## config.mk

```make
export PLATFORM = sky130hd
export DESIGN_NAME = psg_write_arbiter
export DESIGN_NICKNAME = d
export VERILOG_FILES = /design/src/rtl/psg_write_arbiter.sv
export SDC_FILE = /design/constraint.sdc
export NUM_CORES = 1
export LEC_CHECK = 0
export ABC_AREA = 1
export BUFFER_PORTS_ARGS = -buffer_cell sky130_fd_sc_hd__buf_2
export CAP_MARGIN = 20
export CORE_MARGIN = 5
export CORE_UTILIZATION = 30
export CTS_CLUSTER_DIAMETER = 80
export DETAILED_ROUTE_END_ITERATION = 10
export HOLD_SLACK_MARGIN = 0.15
export PLACE_DENSITY = 0.46
export SYNTH_ARGS = -nofsm -noshare
export SYNTH_HDL_FRONTEND = slang
export SYNTH_SLANG_ARGS = --single-unit
export TNS_END_PERCENT = 10
```

## constraint.sdc

```tcl
create_clock -name clk -period 5.5 [get_ports clk]
set_input_delay 0.275 -clock clk [delete_from_list [all_inputs] [get_ports clk]]
set_output_delay 0.275 -clock clk [all_outputs]
set_load 0.05 [all_outputs]
```

## src/rtl/psg_write_arbiter.sv

```systemverilog
// Two-port round-robin write arbiter for the PSG register bus: FIFO plus paced wr_n sequencer.
// Optional shadow-register deduplication of redundant writes is enabled by defining PSG_WR_DEDUP_EN.
module psg_write_arbiter #(
    parameter int FIFO_AW    = 3,
    parameter int STROBE_CYC = 1,
    parameter int GAP_CYC    = 8
) (
    input  logic             clk,
    input  logic             rst,
    input  logic             a_valid,
    output logic             a_ready,
    input  logic [7:0]       a_addr,
    input  logic [7:0]       a_data,
    input  logic             b_valid,
    output logic             b_ready,
    input  logic [7:0]       b_addr,
    input  logic [7:0]       b_data,
    output logic [7:0]       psg_addr,
    output logic [7:0]       psg_data,
    output logic             psg_wr_n,
    output logic             busy,
    output logic [FIFO_AW:0] fifo_level,
    output logic             skip_pulse
);

    localparam int               DEPTH          = 2 ** FIFO_AW;
    localparam logic [7:0]       LP_STROBE_LOAD = 8'(STROBE_CYC - 1);
    localparam logic [7:0]       LP_GAP_LOAD    = 8'((GAP_CYC > 0) ? (GAP_CYC - 1) : 0);
    localparam logic [FIFO_AW:0] LP_PTR_ONE     = (FIFO_AW + 1)'(1);

    typedef enum logic [1:0] {
        S_IDLE,
        S_STROBE,
        S_GAP
    } state_t;

    logic [15:0]      r_mem [DEPTH];
    logic [FIFO_AW:0] r_wptr;
    logic [FIFO_AW:0] r_rptr;
    logic             r_lastGrantB;
    state_t           r_state;
    logic [7:0]       r_cnt;
    logic [7:0]       r_psgAddr;
    logic [7:0]       r_psgData;
    logic             r_psgWrN;

    logic             w_full;
    logic             w_empty;
    logic             w_grantA;
    logic             w_grantB;
    logic             w_push;
    logic             w_pop;
    logic             w_discard;
    logic             w_issue;
    logic [15:0]      w_pushEntry;
    logic [15:0]      w_head;

    assign w_empty = (r_wptr == r_rptr);
    assign w_full  = (r_wptr[FIFO_AW] != r_rptr[FIFO_AW]) &&
                     (r_wptr[FIFO_AW-1:0] == r_rptr[FIFO_AW-1:0]);

    // A tie goes to whichever requester did not win the previous transfer.
    assign w_grantA    = !w_full && a_valid && (!b_valid || r_lastGrantB);
    assign w_grantB    = !w_full && b_valid && (!a_valid || !r_lastGrantB);
    assign a_ready     = w_grantA;
    assign b_ready     = w_grantB;
    assign w_push      = w_grantA || w_grantB;
    assign w_pushEntry = w_grantA ? {a_addr, a_data} : {b_addr, b_data};

    assign w_head  = r_mem[r_rptr[FIFO_AW-1:0]];
    assign w_pop   = (r_state == S_IDLE) && !w_empty;
    assign w_issue = w_pop && !w_discard;

    always_ff @(posedge clk) begin
        if (w_push) begin
            r_mem[r_wptr[FIFO_AW-1:0]] <= w_pushEntry;
        end
    end

    always_ff @(posedge clk or posedge rst) begin
        if (rst) begin
            r_wptr       <= '0;
            r_rptr       <= '0;
            r_lastGrantB <= 1'b1;
        end else begin
            if (w_push) begin
                r_wptr       <= r_wptr + LP_PTR_ONE;
                r_lastGrantB <= w_grantB;
            end
            if (w_pop) begin
                r_rptr <= r_rptr + LP_PTR_ONE;
            end
        end
    end

    // Address and data only change on the IDLE->STROBE transition, so they are stable under wr_n low.
    always_ff @(posedge clk or posedge rst) begin
        if (rst) begin
            r_state   <= S_IDLE;
            r_cnt     <= 8'd0;
            r_psgWrN  <= 1'b1;
            r_psgAddr <= 8'd0;
            r_psgData <= 8'd0;
        end else begin
            case (r_state)
                S_IDLE: begin
                    if (w_issue) begin
                        r_psgAddr <= w_head[15:8];
                        r_psgData <= w_head[7:0];
                        r_psgWrN  <= 1'b0;
                        r_cnt     <= LP_STROBE_LOAD;
                        r_state   <= S_STROBE;
                    end
                end
                S_STROBE: begin
                    if (r_cnt == 8'd0) begin
                        r_psgWrN <= 1'b1;
                        if (GAP_CYC == 0) begin
                            r_state <= S_IDLE;
                        end else begin
                            r_cnt   <= LP_GAP_LOAD;
                            r_state <= S_GAP;
                        end
                    end else begin
                        r_cnt <= r_cnt - 8'd1;
                    end
                end
                S_GAP: begin
                    if (r_cnt == 8'd0) begin
                        r_state <= S_IDLE;
                    end else begin
                        r_cnt <= r_cnt - 8'd1;
                    end
                end
                default: begin
                    r_psgWrN <= 1'b1;
                    r_state  <= S_IDLE;
                end
            endcase
        end
    end

`ifdef PSG_WR_DEDUP_EN
    logic [7:0]  r_shadow [16];
    logic [15:0] r_shadowValid;
    logic        r_skipPulse;
    logic [3:0]  w_headReg;
    logic        w_headLow;

    assign w_headReg = w_head[11:8];
    assign w_headLow = (w_head[15:12] == 4'd0);

    // Register 13 retriggers the envelope on every write, so it is never treated as redundant.
    assign w_discard = w_pop && w_headLow && (w_headReg != 4'd13) &&
                       r_shadowValid[w_headReg] && (r_shadow[w_headReg] == w_head[7:0]);

    always_ff @(posedge clk) begin
        if (w_issue && w_headLow) begin
            r_shadow[w_headReg] <= w_head[7:0];
        end
    end

    always_ff @(posedge clk or posedge rst) begin
        if (rst) begin
            r_shadowValid <= 16'd0;
            r_skipPulse   <= 1'b0;
        end else begin
            r_skipPulse <= w_discard;
            if (w_issue && w_headLow) begin
                r_shadowValid[w_headReg] <= 1'b1;
            end
        end
    end

    assign skip_pulse = r_skipPulse;
`else
    assign w_discard  = 1'b0;
    assign skip_pulse = 1'b0;
`endif

    assign psg_addr   = r_psgAddr;
    assign psg_data   = r_psgData;
    assign psg_wr_n   = r_psgWrN;
    assign busy       = !w_empty || (r_state != S_IDLE);
    assign fifo_level = r_wptr - r_rptr;

endmodule

```

## Yosys cells after proc, flatten, opt, wreduce, memory -nomap -nowiden

Memories as Yosys holds them, arrays and structs flattened. A register that Yosys moved wholly into a read port is not among the register bits.
Index checks and enable logic that the tools add are counted.

- Equality and inequality tests: 9
- Reductions and logical operators: 23
- Multiplexer cells: 14
- Add/subtract/negate cells: 4
- Bitwise gates (word level): 1

Operators with widths:

| operator | number |
|---|---|
| 2-to-1 mux 8 bit | 3 |
| one-hot mux 8 bit (3 select lines) | 1 |
| 2-to-1 mux 16 bit | 1 |
| AND reduction 3 bit | 3 |
| adder 4 x 1 -> 4 bit, second input constant | 2 |
| zero test 8 bit | 1 |
| inequality test 2 bit, second input constant | 4 |
| subtractor 8 x 1 -> 8 bit, second input constant | 1 |
| logical AND 1 bit | 6 |
| 2-to-1 mux 2 bit | 3 |
| one-hot mux 2 bit (3 select lines) | 1 |
| zero test 1 bit | 5 |
| == test 4 bit | 1 |
| logical OR 1 bit | 4 |
| 2-to-1 mux 1 bit | 4 |
| subtractor 4 bit | 1 |
| == test 3 bit | 1 |
| one-hot mux 1 bit (3 select lines) | 1 |
| nonzero test 3 bit | 1 |
| == test 2 x 1 -> 1 bit, second input constant | 1 |
| == test 2 bit, second input constant | 1 |
| zero test 2 bit | 1 |
| AND reduction 2 bit | 1 |
| nonzero test 2 bit | 1 |
| other kinds (2) | 2 |

- Output and inout port bits: 25
- Logic and storage cells: 58
- Memories: 1
- Register bits: 20
- Memory bits (writable): 128
- Input port bits: 36

Memory list:

| name | depth | bits a word | rd ports | clocked after Yosys merged registers in | write ports | RTL line | source |
|---|---|---|---|---|---|---|---|
| r_mem | 8 | 16 | 1 | 1 | 1 | 37 | `logic [15:0] r_mem [DEPTH];` |

## Depth between registers and ports, before layout

- Depth in word-level cells: 8
- Depth in mapped cells: 12
- Gate-level depth less buffers: 11

## Worst setup path before layout

Ideal clock, no wire load.

- Path kind: register to register
- Start: register r_wptr[0]
- End: memory r_mem[0][0] (enable)
- Clock period less this slack: 3.257 ns
- Data required time: 5.091 ns
- Data arrival time: 2.848 ns
- Cell stages (with the launch flop): 9
- Setup slack: 2.243 ns
- Library setup time: 0.409 ns
- Path buffers: 1
- Cell sequence: dfrtp_1 inv_1 ha_1 inv_1 nor2_8 nand2_4 o21ai_4 buf_6 nor3_1

- Word-level cells in the longest chain between the ends: 8
- Elaborated cells between the ends (all ways): 10
- Classes of those cells: eq/ne: 1; mux: 2; reduce/logical: 7

Ends and longest elaborated chain:

| item | RTL line | source |
|---|---|---|
| from (decl) | 38 | `logic [FIFO_AW:0] r_wptr;` |
| from (signal assigned) | 87 | `r_wptr <= r_wptr + LP_PTR_ONE;` |
| == test 3 bit | 60 | `(r_wptr[FIFO_AW-1:0] == r_rptr[FIFO_AW-1:0]);` |
| logical AND 1 bit | 59 | `assign w_full = (r_wptr[FIFO_AW] != r_rptr[FIFO_AW]) &&` |
| zero test 1 bit | 63, 64 |  |
| logical AND 1 bit, on equally long branches (2 in series) | 63, 64 |  |
| logical OR 1 bit | 67 | `assign w_push = w_grantA \|\| w_grantB;` |
| 2-to-1 mux 1 bit | 75 | `if (w_push) begin` |
| 2-to-1 mux 1 bit (not written as such) | 76 | `r_mem[r_wptr[FIFO_AW-1:0]] <= w_pushEntry;` |
| to (decl) | 37 |  |

Several ways; a longest one is shown, not always the timed one.

## Worst setup path in the final report

- Start: register r_rptr[2]
- End: output port a_ready

- Word-level cells in the longest chain between the ends: 5

Ends and longest elaborated chain:

| item | RTL line | source |
|---|---|---|
| from (decl) | 39 | `logic [FIFO_AW:0] r_rptr;` |
| from (signal assigned) | 91 | `r_rptr <= r_rptr + LP_PTR_ONE;` |
| == test 3 bit | 60 |  |
| logical AND 1 bit | 59 |  |
| zero test 1 bit | 63 | `assign w_grantA = !w_full && a_valid && (!b_valid \|\| r_lastGrantB);` |
| logical AND 1 bit (2 in series) | 63 |  |
| to (decl) | 11 | `output logic a_ready,` |

Every way passes these cells.

==> flow_metrics.tcl <==
set metrics [dict create \
    hold_viol 0 \
    switching_share 0.432 \
    dp.final_hpwl_um 11300 \
    cts-resized-gates 0 \
    internal-power_mw 3.29 \
    final_layout_size_suffix_gt1_frac 0.209 \
    synth.top_cells.by_count "edfxtp_1, nand2_1, nor2_1, o21ai_0, dfrtp_1" \
    power.combinational.fraction 0.448 \
    grt_start_max_net_pins 69 \
    initial_utilization 0.305 \
    setup_violations 0 \
    core_area_um2 24300 \
    cts_num_sinks 164 \
    run_status "completed" \
    gp_congestion 0.776 \
    netlist.top_cell.by_area "edfxtp_1" \
    ff_to_ff_start "r_rptr[2]$_DFFE_PP0P_" \
    die_w_um 167 \
    clk_latency_ns 0.43 \
    path_cells "clkinv_1, buf_4, ha_1, nand2_2, nor2_8, nand2_4, nand2_8, inv_6, buf_2" \
    maxSlewHeadroom 0.506 \
    place_inst 1031 \
    rsz0062_at_grt "no" \
    ant_cells 0 \
    yosysTopAreaCellShare 0.518 \
    min_period_over_period 0.559 \
    drt_first_iter_violations 267 \
    grt.total_usage 0.133 \
    power.switching_mw 2.50 \
    tritoncts "built" \
    clock_power_share 0.223 \
    ys_async_sr_fraction 0.220 \
    layout_min_cycle_time_ns 3.07 \
    root_driver "clkbuf_16" \
    routed_vias 4892 \
    max-cap-violations 0 \
    seqPwrFrac 0.330 \
    synth_sequential_area_ratio 0.640 \
    critPathTopFamily "buffers and inverters" \
    postSynthRegisterBits 164 \
    final_cells 1065 \
    synth_warnings 0 \
    drt_first_pass_iters 5 \
    dieHeight_um 167 \
    p_per_area_nw_per_um2 667 \
    avgViaCountPerCell 4.59 \
    first_global_vias 4928 \
    clk_path_buf_depth 2 \
    synthMostInstantiatedCell "edfxtp_1" \
    antenna_left 0 \
    synth.cell_area_um2 7410 \
    cp.required_ns 5.22 \
    worst_clock_skew_ns 0.0130 \
    timing_worst_slew_pin_value_ns 0.740 \
    h_tree_levels 4 \
    netlist_instances 664 \
    die-area_um2 28000 \
    cts_buffers 17 \
    crit_path_buf_inv_count 4 \
    route.final.wire_length_um 18300 \
    grt_overflow 0 \
    wire_per_inst_um 17.2 \
    aggregate_negative_setup_slack_ns 0 \
    grt_pass1_wl_um 28400 \
    place.port_buffers 59 \
    setup.worst_path.class "flop to output pin" \
    synth_edf_count 128 \
    crit_start "r_rptr[2]$_DFFE_PP0P_" \
    hold_path.class "primary input to flop" \
    io-pin-count 61 \
    endpoint_kind "output pin" \
    syn-mean-instance-area_um2 11.2 \
    static-leakage-power_nw 3.43 \
    clk_transition_reported_paths_ns 0.06 \
    placementRows 57 \
    slew_violations 0 \
    area_growth_syn_to_layout_pct 17.2 \
    crit_arrival_ns 2.80 \
    hold_path.startpoint "b_valid" \
    fin_nets 777 \
    syn-num-nets 713 \
    slowest_stage "dfrtp_1" \
    peakVddDrop_mv 0.367 \
    maxClockFrequency_ghz 0.325 \
    cp-start-kind "flop" \
    netlist-cell-type-count 43 \
    slowest_delay_ns 0.35 \
    synthTopCellsByArea "edfxtp_1, dfrtp_1, nand2_1" \
    synth_top_flop_cell "edfxtp_1" \
    remaining_drc_errors 0 \
    worstPathMaxFanout 18 \
    antenna_found_initial 0 \
]
[cell families after synthesis]
kind of cell / synth area share
buf+inv: 0.0522
compound gates: 0.0937
other cells: 0.000506
xor+xnor: 0.00945
flops: 0.640
simple gates: 0.181
fa+ha+maj: 0.0230
[path summary, 6_finish.rpt]
| path | depth (start not counted) | endpoint | slack, ns |
|---|---|---|---|
| max reg2reg | 9 | r_mem[6][1]$_DFFE_PP_ | 2.81 |
| max in group asynchronous | 4 | r_rptr[1]$_DFFE_PP0P_ | 4.52 |
| min reg2reg | 2 | psg_wr_n$_DFFE_PP1P_ | 0.48 |
| min in group asynchronous | 4 | psg_data[5]$_DFFE_PP0P_ | 0.54 |
| min | 3 | r_lastGrantB$_DFFE_PP1P_ | 0.25 |
| max | 9 | a_ready | 2.43 |
[layout by cell type, fill, tap and decap left out, types with 2 or more instances in the layout]
cell,Yosys,final
edfxtp_1,128,128
nand2_1,127,127
nor2_1,108,108
o21ai_0,65,65
buf_2,7,59
o211ai_1,32,32
dfrtp_1,34,32
inv_1,26,26
nand3_1,24,24
clkbuf_16,0,17
buf_4,6,15
nand2_2,14,14
ha_1,12,12
inv_2,6,6
a21oi_1,6,6
nor3_2,0,6
nand2_4,5,5
xor2_1,5,5
inv_6,1,5
bufinv_16,0,5
o21ai_1,4,4
clkbuf_1,5,4
o21ai_2,3,3
xnor2_1,3,3
nor2_4,2,2
nand3_4,2,2
nand2_8,2,2
nand4_1,2,2
o22ai_1,2,2
clkinvlp_4,0,2
dfstp_2,2,2
dfrtp_2,0,2
[per-layer routing]
| layer | track usage | vias up | part of all wire | wire length, um |
|---|---|---|---|---|
| met1 | 0.181 | 2334 | 0.47 | 8570 |
| met3 | 0.0290 | 24 | 0.049 | 897 |
| met2 | 0.213 | 124 | 0.47 | 8550 |
| met5 | 0 | - | 0 | 0 |
| met4 | 0.0427 | 0 | 0.015 | 274 |
| li1 | - | 2410 | - | - |
[repair_timing]
item                                    in CTS  in global routing
endpoints found under the hold margin       34                  0
hold buffers                                 1                  0
endpoints found under the setup margin       0                  0
setup buffers                                0                  0
[per-stage QoR]
stage | util | hold slack, ns | worst slack, ns | area (um^2) | power [mW]
floorplan | - | 0.430 | 2.24 | 7410 | 3.90
global placement | 0.330 | 0.458 | 2.82 | 8020 | 4.52
detailed placement | 0.330 | 0.462 | 2.78 | 8020 | 4.57
CTS | 0.357 | 0.233 | 2.36 | 8670 | 5.87
global route | 0.357 | 0.253 | 2.24 | 8690 | 6.21
finish | 0.357 | 0.247 | 2.43 | 8690 | 5.79
[area by class of cell]
type | count | area, um^2
clock inverters | 11 | 200
repair buffers | 76 | 438
inverters | 35 | 139
fillers | 2412 | 15600
flip-flops and latches | 164 | 4750
clock buffers | 21 | 440
well taps | 324 | 405
multi-input cells | 434 | 2320
[state kept, by name, summed over array words and instances, names as in the netlist]
signal        count
r_cnt             8
r_state           2
r_lastGrantB      1
psg_addr          8
r_rptr            4
psg_wr_n          1
r_mem           128
r_wptr            4
psg_data          8
[worst reg2reg max path, delay by kind of cell, from the launching register on]
kind	cells	cell delay, ns
buf+inv	3	1.01
simple gates	4	0.49
flops	1	0.35
fa+ha+maj	1	0.34
compound gates	1	0.16
[power groups by stage]
| stage | Sequential [mW] | Clock, mW | Combinational, mW |
|---|---|---|---|
| finish | 1.91 | 1.29 | 2.60 |
| global route | 1.94 | 1.37 | 2.89 |
| CTS | 1.91 | 1.32 | 2.64 |
| detailed placement | 1.93 | 0 | 2.63 |
| global placement | 1.93 | 0 | 2.59 |
| floorplan | 2.13 | 0 | 1.77 |
No activity file was read; power rests on OpenSTA's default activity.
